<file path="src/rtl/mem_arbiter.sv">
// Two-client round-robin arbiter that serialises whole-block reads and writes
// onto a single fixed-latency main memory and returns a one-cycle ack.
module mem_arbiter #(
    parameter int unsigned PA_WIDTH  = 32,
    parameter int unsigned BLK_WIDTH = 128,
    parameter int unsigned MEM_LAT   = 4
) (
    input  logic                 clk,
    input  logic                 rst,

    input  logic [PA_WIDTH-1:0]  c0_addr,
    input  logic                 c0_rd_en,
    input  logic                 c0_wr_en,
    input  logic [BLK_WIDTH-1:0] c0_wr_blk,
    output logic [BLK_WIDTH-1:0] c0_rd_blk,
    output logic                 c0_ack,

    input  logic [PA_WIDTH-1:0]  c1_addr,
    input  logic                 c1_rd_en,
    input  logic                 c1_wr_en,
    input  logic [BLK_WIDTH-1:0] c1_wr_blk,
    output logic [BLK_WIDTH-1:0] c1_rd_blk,
    output logic                 c1_ack,

    output logic [PA_WIDTH-1:0]  mem_addr,
    output logic                 mem_rd_en,
    output logic                 mem_wr_en,
    output logic [BLK_WIDTH-1:0] mem_wr_blk,
    input  logic [BLK_WIDTH-1:0] mem_rd_blk,

    output logic                 busy
);

    localparam int unsigned CNT_W = 4;
    localparam logic [CNT_W-1:0] LAT_LOAD = CNT_W'(MEM_LAT);
    localparam logic [CNT_W-1:0] CNT_ONE  = CNT_W'(1);

    typedef enum logic [1:0] {
        IDLE   = 2'd0,
        ACCESS = 2'd1,
        DONE   = 2'd2
    } state_t;

    state_t                 state_q, state_d;
    logic [CNT_W-1:0]       cnt_q, cnt_d;
    logic                   gnt_q, gnt_d;
    logic                   op_wr_q, op_wr_d;
    logic                   last_q, last_d;
    logic [PA_WIDTH-1:0]    addr_q, addr_d;
    logic [BLK_WIDTH-1:0]   wblk_q, wblk_d;
    logic                   mem_rd_en_q, mem_rd_en_d;
    logic                   mem_wr_en_q, mem_wr_en_d;
    logic                   ack0_q, ack0_d;
    logic                   ack1_q, ack1_d;
    logic [BLK_WIDTH-1:0]   rblk0_q, rblk0_d;
    logic [BLK_WIDTH-1:0]   rblk1_q, rblk1_d;
    logic                   busy_q, busy_d;

    logic                   req0, req1, sel;

    assign req0 = c0_rd_en | c0_wr_en;
    assign req1 = c1_rd_en | c1_wr_en;

    assign mem_addr   = addr_q;
    assign mem_wr_blk = wblk_q;
    assign mem_rd_en  = mem_rd_en_q;
    assign mem_wr_en  = mem_wr_en_q;
    assign c0_ack     = ack0_q;
    assign c1_ack     = ack1_q;
    assign c0_rd_blk  = rblk0_q;
    assign c1_rd_blk  = rblk1_q;
    assign busy       = busy_q;

    // Next-state logic: arbitration in IDLE, countdown in ACCESS, ack in DONE.
    always_comb begin
        state_d     = state_q;
        cnt_d       = cnt_q;
        gnt_d       = gnt_q;
        op_wr_d     = op_wr_q;
        last_d      = last_q;
        addr_d      = addr_q;
        wblk_d      = wblk_q;
        mem_rd_en_d = 1'b0;
        mem_wr_en_d = 1'b0;
        ack0_d      = 1'b0;
        ack1_d      = 1'b0;
        rblk0_d     = rblk0_q;
        rblk1_d     = rblk1_q;
        sel         = 1'b0;

        case (state_q)
            IDLE: begin
                if (req0 || req1) begin
                    // On a tie the client that did not win last time goes first.
                    sel         = (req0 && req1) ? ~last_q : req1;
                    gnt_d       = sel;
                    addr_d      = sel ? c1_addr   : c0_addr;
                    wblk_d      = sel ? c1_wr_blk : c0_wr_blk;
                    // A write wins over a simultaneous read on the same client.
                    op_wr_d     = sel ? c1_wr_en  : c0_wr_en;
                    cnt_d       = LAT_LOAD;
                    mem_rd_en_d = ~op_wr_d;
                    mem_wr_en_d = op_wr_d;
                    state_d     = ACCESS;
                end
            end

            ACCESS: begin
                cnt_d = cnt_q - CNT_ONE;
                if (cnt_q == CNT_ONE) begin
                    state_d = DONE;
                    if (!op_wr_q) begin
                        if (gnt_q) rblk1_d = mem_rd_blk;
                        else       rblk0_d = mem_rd_blk;
                    end
                    ack0_d = ~gnt_q;
                    ack1_d = gnt_q;
                end else begin
                    mem_rd_en_d = ~op_wr_q;
                    mem_wr_en_d = op_wr_q;
                end
            end

            DONE: begin
                last_d  = gnt_q;
                state_d = IDLE;
            end

            default: begin
                state_d = IDLE;
            end
        endcase

        busy_d = (state_d != IDLE);
    end

    // State and output registers with synchronous reset.
    always_ff @(posedge clk) begin
        if (rst) begin
            state_q     <= IDLE;
            cnt_q       <= '0;
            gnt_q       <= 1'b0;
            op_wr_q     <= 1'b0;
            last_q      <= 1'b1;
            addr_q      <= '0;
            wblk_q      <= '0;
            mem_rd_en_q <= 1'b0;
            mem_wr_en_q <= 1'b0;
            ack0_q      <= 1'b0;
            ack1_q      <= 1'b0;
            rblk0_q     <= '0;
            rblk1_q     <= '0;
            busy_q      <= 1'b0;
        end else begin
            state_q     <= state_d;
            cnt_q       <= cnt_d;
            gnt_q       <= gnt_d;
            op_wr_q     <= op_wr_d;
            last_q      <= last_d;
            addr_q      <= addr_d;
            wblk_q      <= wblk_d;
            mem_rd_en_q <= mem_rd_en_d;
            mem_wr_en_q <= mem_wr_en_d;
            ack0_q      <= ack0_d;
            ack1_q      <= ack1_d;
            rblk0_q     <= rblk0_d;
            rblk1_q     <= rblk1_d;
            busy_q      <= busy_d;
        end
    end

endmodule

</file>
<file path="config.mk">
export PLATFORM = sky130hd
export DESIGN_NAME = mem_arbiter
export DESIGN_NICKNAME = d
export VERILOG_FILES = /design/src/rtl/mem_arbiter.sv
export SDC_FILE = /design/constraint.sdc
export NUM_CORES = 1
export LEC_CHECK = 0
export BUFFER_PORTS_ARGS = -buffer_cell sky130_fd_sc_hd__buf_4
export CORE_AREA = 2 2 343 345
export CTS_BUF_LIST = sky130_fd_sc_hd__clkbuf_16
export DETAILED_ROUTE_END_ITERATION = 8
export DIE_AREA = 0 0 345 347
export SYNTH_ARGS = -nofsm -noshare
export SYNTH_HDL_FRONTEND = slang
export SYNTH_SLANG_ARGS = --single-unit
</file>
<file path="constraint.sdc">
create_clock -name clk -period 1.8 [get_ports clk]
set_input_delay 0.27 -clock clk [delete_from_list [all_inputs] [get_ports clk]]
set_output_delay 0.27 -clock clk [all_outputs]
set_load 0.01 [all_outputs]
</file>
==> run metrics, run 1 <==
worst-skew pair later-pin latency=0.66 ns; fraction of the yosys area taken by sequential cells=0.461; warnings from Yosys=0; GRT Util Overall=0.149; CP bufs+invs=3; share of the synthesized area in the top cell type=0.461; endpoints failing setup=50; CP Capture Type=flip-flop; final WL=96.6 mm; row count=125; final instance area=0.0346 mm^2; Final Hold Viols=0; Reg2Reg Setup Slack=-0.03 ns; final cell count without fillers=4,841; Distinct cells, synth=42; Synth Area in XOR/XNOR=0.000469; CTS tree=built; Max Clk Rate=547 MHz; pre-CTS setup slack=-0.000259 ns; Post-synth EDFFs=0; status=finished, violations left; R2R depth=6; WHS=0.0407 ns; cells along the critical path=nand2b_1 > nor4b_4 > buf_6 > clkbuf_16 > clkbuf_16 > mux2i_1; register bit count reported by yosys=430; antenna violations before repair=16; Adder-Cell Fraction of Synth Area=0.00134; Lkg Pwr=14.8 nW; failing checks=setup timing; Synth Flop Type=dfxtp_1; hold path start=mem_rd_blk[86]; max_cap viols=0; vias in the first global route=20,900; gr ovfl total=0; critical path arrival=2.39 ns; detailed placer's ending HPWL=68.1 mm; logic gate share of total power=0.206; maximum resistive drop on vdd=597 uV; CTS clk-pin slew, worst paths=0.06 ns; worst relative slew slack=0.640; critical path's top delay family=buffers and inverters; Synth Net Count=2,432; Internal Pwr Total=19.1 mW; dpl cell area=0.0277 mm^2; CTS Buf Count=53; htree depth=2; Worst setup SP type=flip-flop; Num Clock Sinks=430; total chip power=26.9 mW; worst-case clock buffer depth=3; pin count of the biggest net entering global routing=83; Setup CP Type=reg2reg; Synth Cell Area=0.0187 mm^2; 1st-iter DRT viols=1,330; part of the power in the clock network=0.408; most frequent cells in the layout=buf_4 (934), dlygate4sd3_1 (439), dfxtp_1 (427); Final nets=3,731; Yosys top cell by area=dfxtp_1; Placed Cells=4,277; Core Util, Final=0.299; starting density of the core=0.161; simple-gate portion of the synthesized area=0.182; Switching Power=7.74 mW; Synth Area in Compound Gates=0.168; power density over the cells=776 mW/mm^2; period utilization=1.02; 1st-pass router iterations=6; Via density=4.30; Worst-Margin Slew=0.535 ns; switching share of power=0.288; hold path cells=3; drt drc=0; routability-driven placement congestion ratio=0.931; via count=20,800; I/O pins=875; Core Region=0.116 mm^2; first-pass GRT wire length=137 mm; reg2reg start=state_q[0]$_SDFF_PP0_; Top cell by count, worst path=clkbuf_16; Port-buffer cells=874; CTS root buffer=clkbuf_16; die area=0.120 mm^2; average size of a mapped cell=9.46 um^2; Die Y=347 um; ys async rst share=0; P&R area growth vs syn=85.2%; wire length per cell=20.0 um; layout cells sized above 1=0.337; Gate Count Post-Synth=1,976; fin worst setup slack=-0.0298 ns; CP Max Fanout=8; slowest stage cell, crit path=dfxtp_1; Worst path max stage delay=0.53 ns; max-slew violation count=0; Flop pwr share=0.386; commonest non-fill, non-tap cell in the layout=buf_4; top cells by area, synth=dfxtp_1 (46%), mux2i_1 (14%), nand2b_1 (13%); Die Span X=345 um; worst reg2reg endpoint=c0_rd_blk[71]$_SDFFE_PP0P_; hold path endpoint=c1_rd_blk[86]$_SDFFE_PP0P_; skew final=0.0462 ns; Hold WC Path Type=in2reg; post-synthesis mux area share=0.137; Setup TNS Final=-0.626 ns; final worst path period need=1.83 ns; WP data required=2.36 ns; Routed Antenna Nets=0; RSZ-0062 raised after global routing=yes; largest family of logic cells by synthesized area=simple AND/OR/NAND/NOR gates
-- worst max path at each step --
| stage | start | endpoint | cells past startpoint |
|---|---|---|---|
| after floorplan | cnt_q[1]$_SDFFE_PP0P_ | c0_rd_blk[107]$_SDFFE_PP0P_ | 7 |
| after global placement | c0_rd_en | mem_wr_blk[110]$_SDFFE_PP0P_ | 7 |
| after detailed placement | c0_rd_en | mem_wr_blk[0]$_SDFFE_PP0P_ | 7 |
| after CTS | cnt_q[1]$_SDFFE_PP0P_ | c1_rd_blk[74]$_SDFFE_PP0P_ | 9 |
| after global routing | cnt_q[1]$_SDFFE_PP0P_ | c0_rd_blk[3]$_SDFFE_PP0P_ | 8 |
| final | state_q[0]$_SDFF_PP0_ | c0_rd_blk[71]$_SDFFE_PP0P_ | 6 |
-- timing repair --
action	CTS	global route
hold buffers	439	0
setup buffers	5	3
gates resized for setup	10	41
cloned	2	18
pin swaps	0	0
hold endpoints to repair	407	0
setup endpoints to repair	42	265
-- power groups by stage --
stage               clock [mW]  sequential, mW  combinational (mW)
finish                    11.0            10.4                5.52
global route              11.7            10.4                5.88
detailed placement           0            10.6                4.61
floorplan                    0            10.7                1.66
CTS                       11.3            10.4                5.44
global placement             0            10.6                4.58
-- layer usage --
| metal | global-route usage | routed length (um) |
|---|---|---|
| met3 | 0.0436 | 7920 |
| met1 | 0.174 | 37900 |
| met2 | 0.251 | 46000 |
| met5 | 0 | 39 |
| met4 | 0.0687 | 4780 |
-- worst register-to-register path: stages (launching register included) --
cell,delay (ns)
dfxtp_1,0.53
nand2b_1,0.18
nor4b_4,0.25
buf_6,0.20
clkbuf_16,0.21
clkbuf_16,0.18
mux2i_1,0.18
-- cells by family after synthesis --
logic type / after synthesis
AND/OR/NAND/NOR: 573
AO/OA/AOI/OAI: 500
flip-flops: 430
multiplexers: 256
buffers and inverters: 214
adder cells (fa/ha/maj): 2
XOR/XNOR: 1
-- state kept, by name, indices dropped and copies added, names as in the netlist --
signal and count:
busy 1, c0_ack 1, c0_rd_blk 128, c1_ack 1, c1_rd_blk 128, cnt_q 4
gnt_q 1, last_q 1, mem_addr 32, mem_rd_en 1, mem_wr_blk 128, mem_wr_en 1
op_wr_q 1, state_q 2
-- Yosys cell counts, types with 2 or more instances --
master / n
nor2_1: 3
mux2i_1: 256
inv_1: 2
a311oi_1: 160
o21ai_0: 162
o21a_1: 2
nor3_1: 2
nand4b_1: 2
buf_2: 44
buf_4: 17
nor2_2: 2
buf_1: 11
clkbuf_1: 139
nand3_1: 161
or2_2: 2
ha_1: 2
o31ai_1: 2
a21oi_1: 165
nor2b_1: 4
nand2b_1: 387
dfxtp_1: 430
-- final cells by class --
class | count | area [um^2]
Fill cell | 11900 | 81100
Timing Repair Buffer | 1456 | 13100
Multi-Input combinational cell | 1332 | 9220
Sequential cell | 430 | 8610
Tap cell | 1524 | 1910
Clock buffer | 54 | 1350
Clock inverter | 41 | 369
Inverter | 2 | 7.51
Antenna cell | 2 | 5.00
(Power assumes the default switching activity.)
==> inputs of run 2 (changes only) <==
--- a/config.mk
+++ b/config.mk
@@ -6,10 +6,10 @@
 export NUM_CORES = 1
 export LEC_CHECK = 0
 export BUFFER_PORTS_ARGS = -buffer_cell sky130_fd_sc_hd__buf_4
-export CORE_AREA = 2 2 343 345
+export CORE_AREA = 2 2 337 339
 export CTS_BUF_LIST = sky130_fd_sc_hd__clkbuf_16
 export DETAILED_ROUTE_END_ITERATION = 8
-export DIE_AREA = 0 0 345 347
+export DIE_AREA = 0 0 339 341
 export SYNTH_ARGS = -nofsm -noshare
 export SYNTH_HDL_FRONTEND = slang
 export SYNTH_SLANG_ARGS = --single-unit
==> run metrics, run 2 (synthesis gave the netlist of run 1 again) <==
Num Clock Sinks=430; Setup TNS Final=0 ns; slowest stage cell, crit path=dfxtp_2; period utilization=0.992; WP data required=2.33 ns; CTS clk-pin slew, worst paths=0.06 ns; drt drc=0; status=finished, final reports clean; CP Capture Type=flip-flop; gr ovfl total=0; starting density of the core=0.167; first-pass GRT wire length=134 mm; row count=123; 1st-pass router iterations=6; antenna violations before repair=9; worst-skew pair later-pin latency=0.61 ns; CTS root buffer=clkbuf_16; GRT Util Overall=0.150; die area=0.116 mm^2; CTS tree=built; RSZ-0062 raised after global routing=yes; power density over the cells=779 mW/mm^2; Core Util, Final=0.308; Die Y=341 um; Max Clk Rate=560 MHz; endpoints failing setup=0; P&R area growth vs syn=84.7%; pin count of the biggest net entering global routing=97; via count=20,700; final cell count without fillers=4,803; register area=0.00861 mm^2; Via density=4.30; I/O pins=875; fin worst setup slack=0.0136 ns; max_cap viols=0; multi-input logic area=0.00921 mm^2; Filler cells=11,500; wire length per cell=19.7 um; Worst setup SP type=flip-flop; Hold WC Path Type=in2reg; worst-case clock buffer depth=3; pre-CTS setup slack=-0.314 ns; vias in the first global route=20,600; final WL=94.7 mm; Worst-Margin Slew=0.562 ns; final worst path period need=1.79 ns; Max Used Layer=met5; htree depth=2; worst relative slew slack=0.621; metal3 WL=7.88 mm; CP Max Fanout=9; Die Span X=339 um; detailed placer's ending HPWL=67.0 mm; routability-driven placement congestion ratio=0.896; Met2 Wirelength=45.0 mm; Routed Antenna Nets=0; Setup CP Type=reg2reg; most frequent cells in the layout=buf_4 (936), dfxtp_1 (428), dlygate4sd3_1 (423); maximum resistive drop on vdd=518 uV; commonest non-fill, non-tap cell in the layout=buf_4; 1st-iter DRT viols=1,356; final instance area=0.0345 mm^2; wl on met1=36.7 mm; max-slew violation count=0; Core Region=0.112 mm^2; Final nets=3,717; Lkg Pwr=14.8 nW; Worst path max stage delay=0.32 ns; CTS Buf Count=51; critical path arrival=2.31 ns; Final Hold Viols=0; cells along the critical path=inv_2 > ha_4 > nor3b_4 > nor4b_4 > buf_6 > buf_12 > clkbuf_16 > mux2i_1; Port-buffer cells=874; Placed Cells=4,253; skew final=0.0132 ns; dpl cell area=0.0277 mm^2; layout cells sized above 1=0.339
==> run 2: stage by stage <==
stage / hold WS (ns) / total power [mW]
after floorplan: 0.444 / 12.4
after global placement: 0.460 / 15.1
after global routing: 0.00733 / 28.0
after CTS: 0.00270 / 27.1
after detailed placement: 0.463 / 15.1
final: 0.0336 / 26.9
==> run 2: worst paths after layout <==
kind	start	endpoint	slack (ns)	cells past startpoint
setup reg to reg	cnt_q[1]$_SDFFE_PP0P_	c0_rd_blk[55]$_SDFFE_PP0P_	0.01	8
hold / removal	mem_rd_blk[99]	c1_rd_blk[99]$_SDFFE_PP0P_	0.03	3
hold reg to reg	c0_rd_blk[80]$_SDFFE_PP0P_	c0_rd_blk[80]$_SDFFE_PP0P_	0.47	2
setup / recovery	cnt_q[1]$_SDFFE_PP0P_	c0_rd_blk[55]$_SDFFE_PP0P_	0.01	8
==> run 2: repair_timing <==
item	in CTS	in global routing
hold buffers	423	0
cloned	4	18
hold endpoints to repair	398	0
endpoints found under the setup margin	232	249
resized for setup	15	29
buffers inserted	2	8
==> run 2: layer usage <==
metal | GRT usage | up-vias
met5 | 0 | -
met1 | 0.175 | 9747
li1 | - | 9685
met3 | 0.0456 | 217
met2 | 0.248 | 1004
met4 | 0.0788 | 4
==> run 2: final cells by class <==
class,count,share of cell area
Clock buffer,52,0.0377
Inverter,2,0.000218
Clock inverter,39,0.0132
Antenna cell,4,0.000290
Tap cell,1500,0.0544
Sequential cell,430,0.250
Multi-Input combinational cell,1332,0.267
Timing Repair Buffer,1444,0.378
==> run 2: power by group <==
| group | switching (mW) | internal [mW] | leakage, nW |
|---|---|---|---|
| clock network | 4.39 | 6.66 | 0.876 |
| logic | 2.55 | 2.89 | 10.4 |
| registers | 0.347 | 10.0 | 3.51 |
| total | 7.29 | 19.6 | 14.8 |
==> run 2: critical path: cells and delay by family, from the launching register on <==
family	cells	cell delay, ns
mux	1	0.19
buf+inv	4	0.63
simple gates	2	0.40
flops	1	0.32
fa+ha+maj	1	0.12
==> inputs of run 3 (changes only) <==
--- a/config.mk
+++ b/config.mk
@@ -5,11 +5,12 @@
 export SDC_FILE = /design/constraint.sdc
 export NUM_CORES = 1
 export LEC_CHECK = 0
+export ABC_AREA = 1
 export BUFFER_PORTS_ARGS = -buffer_cell sky130_fd_sc_hd__buf_4
-export CORE_AREA = 2 2 337 339
+export CORE_AREA = 2 2 338 340
 export CTS_BUF_LIST = sky130_fd_sc_hd__clkbuf_16
 export DETAILED_ROUTE_END_ITERATION = 8
-export DIE_AREA = 0 0 339 341
+export DIE_AREA = 0 0 340 342
 export SYNTH_ARGS = -nofsm -noshare
 export SYNTH_HDL_FRONTEND = slang
 export SYNTH_SLANG_ARGS = --single-unit
==> run metrics, run 3 <==
Routed Antenna Nets=0; warnings from Yosys=0; die area=0.116 mm^2; Lkg Pwr=15.4 nW; final worst path period need=1.73 ns; 1st-iter DRT viols=1,126; detailed placer's ending HPWL=70.7 mm; CTS root buffer=clkbuf_16; ys async rst share=0; drt drc=0; Core Util, Final=0.286; via count=21,600; RSZ-0062 raised after global routing=yes; average size of a mapped cell=6.90 um^2; top cells by area, synth=dfxtp_1 (48%), nand2_1 (13%), nor2_1 (12%); maximum resistive drop on vdd=665 uV; Final nets=4,277; Setup CP Type=reg2reg; CP Max Fanout=16; P&R area growth vs syn=82.1%; first-pass GRT wire length=136 mm; status=finished, final reports clean; layout cells sized above 1=0.271; routability-driven placement congestion ratio=0.882; hold path endpoint=mem_wr_blk[14]$_SDFFE_PP0P_; WP data required=2.31 ns; Die Span X=340 um; starting density of the core=0.157; Max Clk Rate=580 MHz; hold path cells=5; Hold WC Path Type=in2reg; CP Capture Type=flip-flop; Synth Cell Area=0.0178 mm^2; CTS clk-pin slew, worst paths=0.06 ns; wire length per cell=18.0 um; Post-synth EDFFs=0; endpoints failing setup=0; 1st-pass router iterations=5; Worst-Margin Slew=0.548 ns; Yosys top cell by area=dfxtp_1; top-count cell post-synth=nand2_1; final WL=96.8 mm; share of the synthesized area in the top cell type=0.484; htree depth=2; Distinct cells, synth=25; CTS Buf Count=51; Setup TNS Final=0 ns; power density over the cells=851 mW/mm^2; antenna violations before repair=14; reg2reg start=state_q[1]$_SDFF_PP0_; worst reg2reg endpoint=mem_wr_blk[102]$_SDFFE_PP0P_; critical path arrival=2.24 ns; Die Y=342 um; Worst setup SP type=flip-flop; max-slew violation count=0; vias in the first global route=20,800; Placed Cells=4,844; most frequent cells in the layout=buf_4 (915), nand2_1 (621), nor2_1 (589); gr ovfl total=0; Final Hold Viols=0; Port-buffer cells=874; skew final=0.0356 ns; Via density=4.03; fraction of the yosys area taken by sequential cells=0.484; Synth Net Count=3,030; GRT Util Overall=0.155; dpl cell area=0.0262 mm^2; final instance area=0.0324 mm^2; pin count of the biggest net entering global routing=118; I/O pins=875; commonest non-fill, non-tap cell in the layout=buf_4; Reg2Reg Setup Slack=0.07 ns; worst-case clock buffer depth=3; period utilization=0.958; worst relative slew slack=0.635; final cell count without fillers=5,376; max_cap viols=0; Synth Flop Type=dfxtp_1; register bit count reported by yosys=430; Core Region=0.113 mm^2; worst-skew pair later-pin latency=0.64 ns; Num Clock Sinks=430; hold path start=c1_wr_blk[14]; Gate Count Post-Synth=2,574; Filler cells=12,000; R2R depth=8; row count=124; CTS tree=built; Post-synth top cells=nand2_1 (622), nor2_1 (589), dfxtp_1 (430)
[run 3: final cells by class]
type	count	area, um^2	share of cell area
inverter	175	667	0.0206
clock buffer	51	1280	0.0394
sequential	430	8610	0.266
antenna	4	10.0	0.000309
clock inverter	41	403	0.0124
timing repair buffer	1381	12000	0.371
multi-input combinational	1782	7510	0.232
tap	1512	1890	0.0584
[run 3: worst max path at each step]
stage	to	cells past startpoint	start	slack, ns
4_1_cts	c1_rd_blk[65]$_SDFFE_PP0P_	7	state_q[0]$_SDFF_PP0_	0.05
3_5_place_dp	c1_rd_blk[72]$_SDFFE_PP0P_	6	gnt_q$_SDFFE_PP0P_	0.007
5_1_grt	mem_wr_blk[43]$_SDFFE_PP0P_	8	state_q[1]$_SDFF_PP0_	-0.01
6_report	mem_wr_blk[102]$_SDFFE_PP0P_	8	state_q[1]$_SDFF_PP0_	0.07
3_3_place_gp	c1_rd_blk[72]$_SDFFE_PP0P_	6	gnt_q$_SDFFE_PP0P_	0.02
2_1_floorplan	c0_rd_blk[18]$_SDFFE_PP0P_	9	cnt_q[1]$_SDFFE_PP0P_	0.37
[run 3: kinds of logic after synthesis]
group | share of synthesized area
simple gates | 0.341
compound gates | 0.0770
buf+inv | 0.0963
flops | 0.484
fa+ha+maj | 0.00141
[run 3: metrics by stage]
stage / hold WS (ns) / power [mW] / setup WS, ns
2_1_floorplan: 0.406 / 13.1 / 0.367
5_1_grt: 0.0370 / 28.9 / -0.0113
3_5_place_dp: 0.452 / 16.2 / 0.00707
4_1_cts: 0.000293 / 27.8 / 0.0455
6_report: 0.0549 / 27.5 / 0.0750
3_3_place_gp: 0.449 / 16.2 / 0.0240
[run 3: per-layer routing]
layer	GRT usage	vias to the layer above	routed length, um
li1	-	10500	-
met1	0.175	9861	36900
met2	0.261	1022	45700
met3	0.0500	215	8480
met4	0.0834	8	5710
met5	0	-	54
[run 3: repair_timing]
| action | 4_1_cts | 5_1_grt |
|---|---|---|
| cloned | 1 | 3 |
| setup buffers | 1 | 6 |
| endpoints found under the setup margin | 24 | 121 |
| hold buffers | 425 | 0 |
| gates resized for setup | 0 | 11 |
| endpoints found under the hold margin | 414 | 0 |
| pin swaps | 1 | 1 |
[run 3: report_power, final]
part	total [mW]	switching, mW	internal (mW)
sequential	10.5	0.394	10.1
clock	10.7	4.49	6.17
combinational	6.35	3.35	3.00
[run 3: critical path, stage by stage (launching register included)]
cell     delay [ns]
dfxtp_1        0.31
inv_2          0.07
nand2_1        0.16
a21oi_4        0.24
buf_12         0.21
buf_4          0.21
nand3_1        0.21
nand2_1        0.11
inv_1          0.04
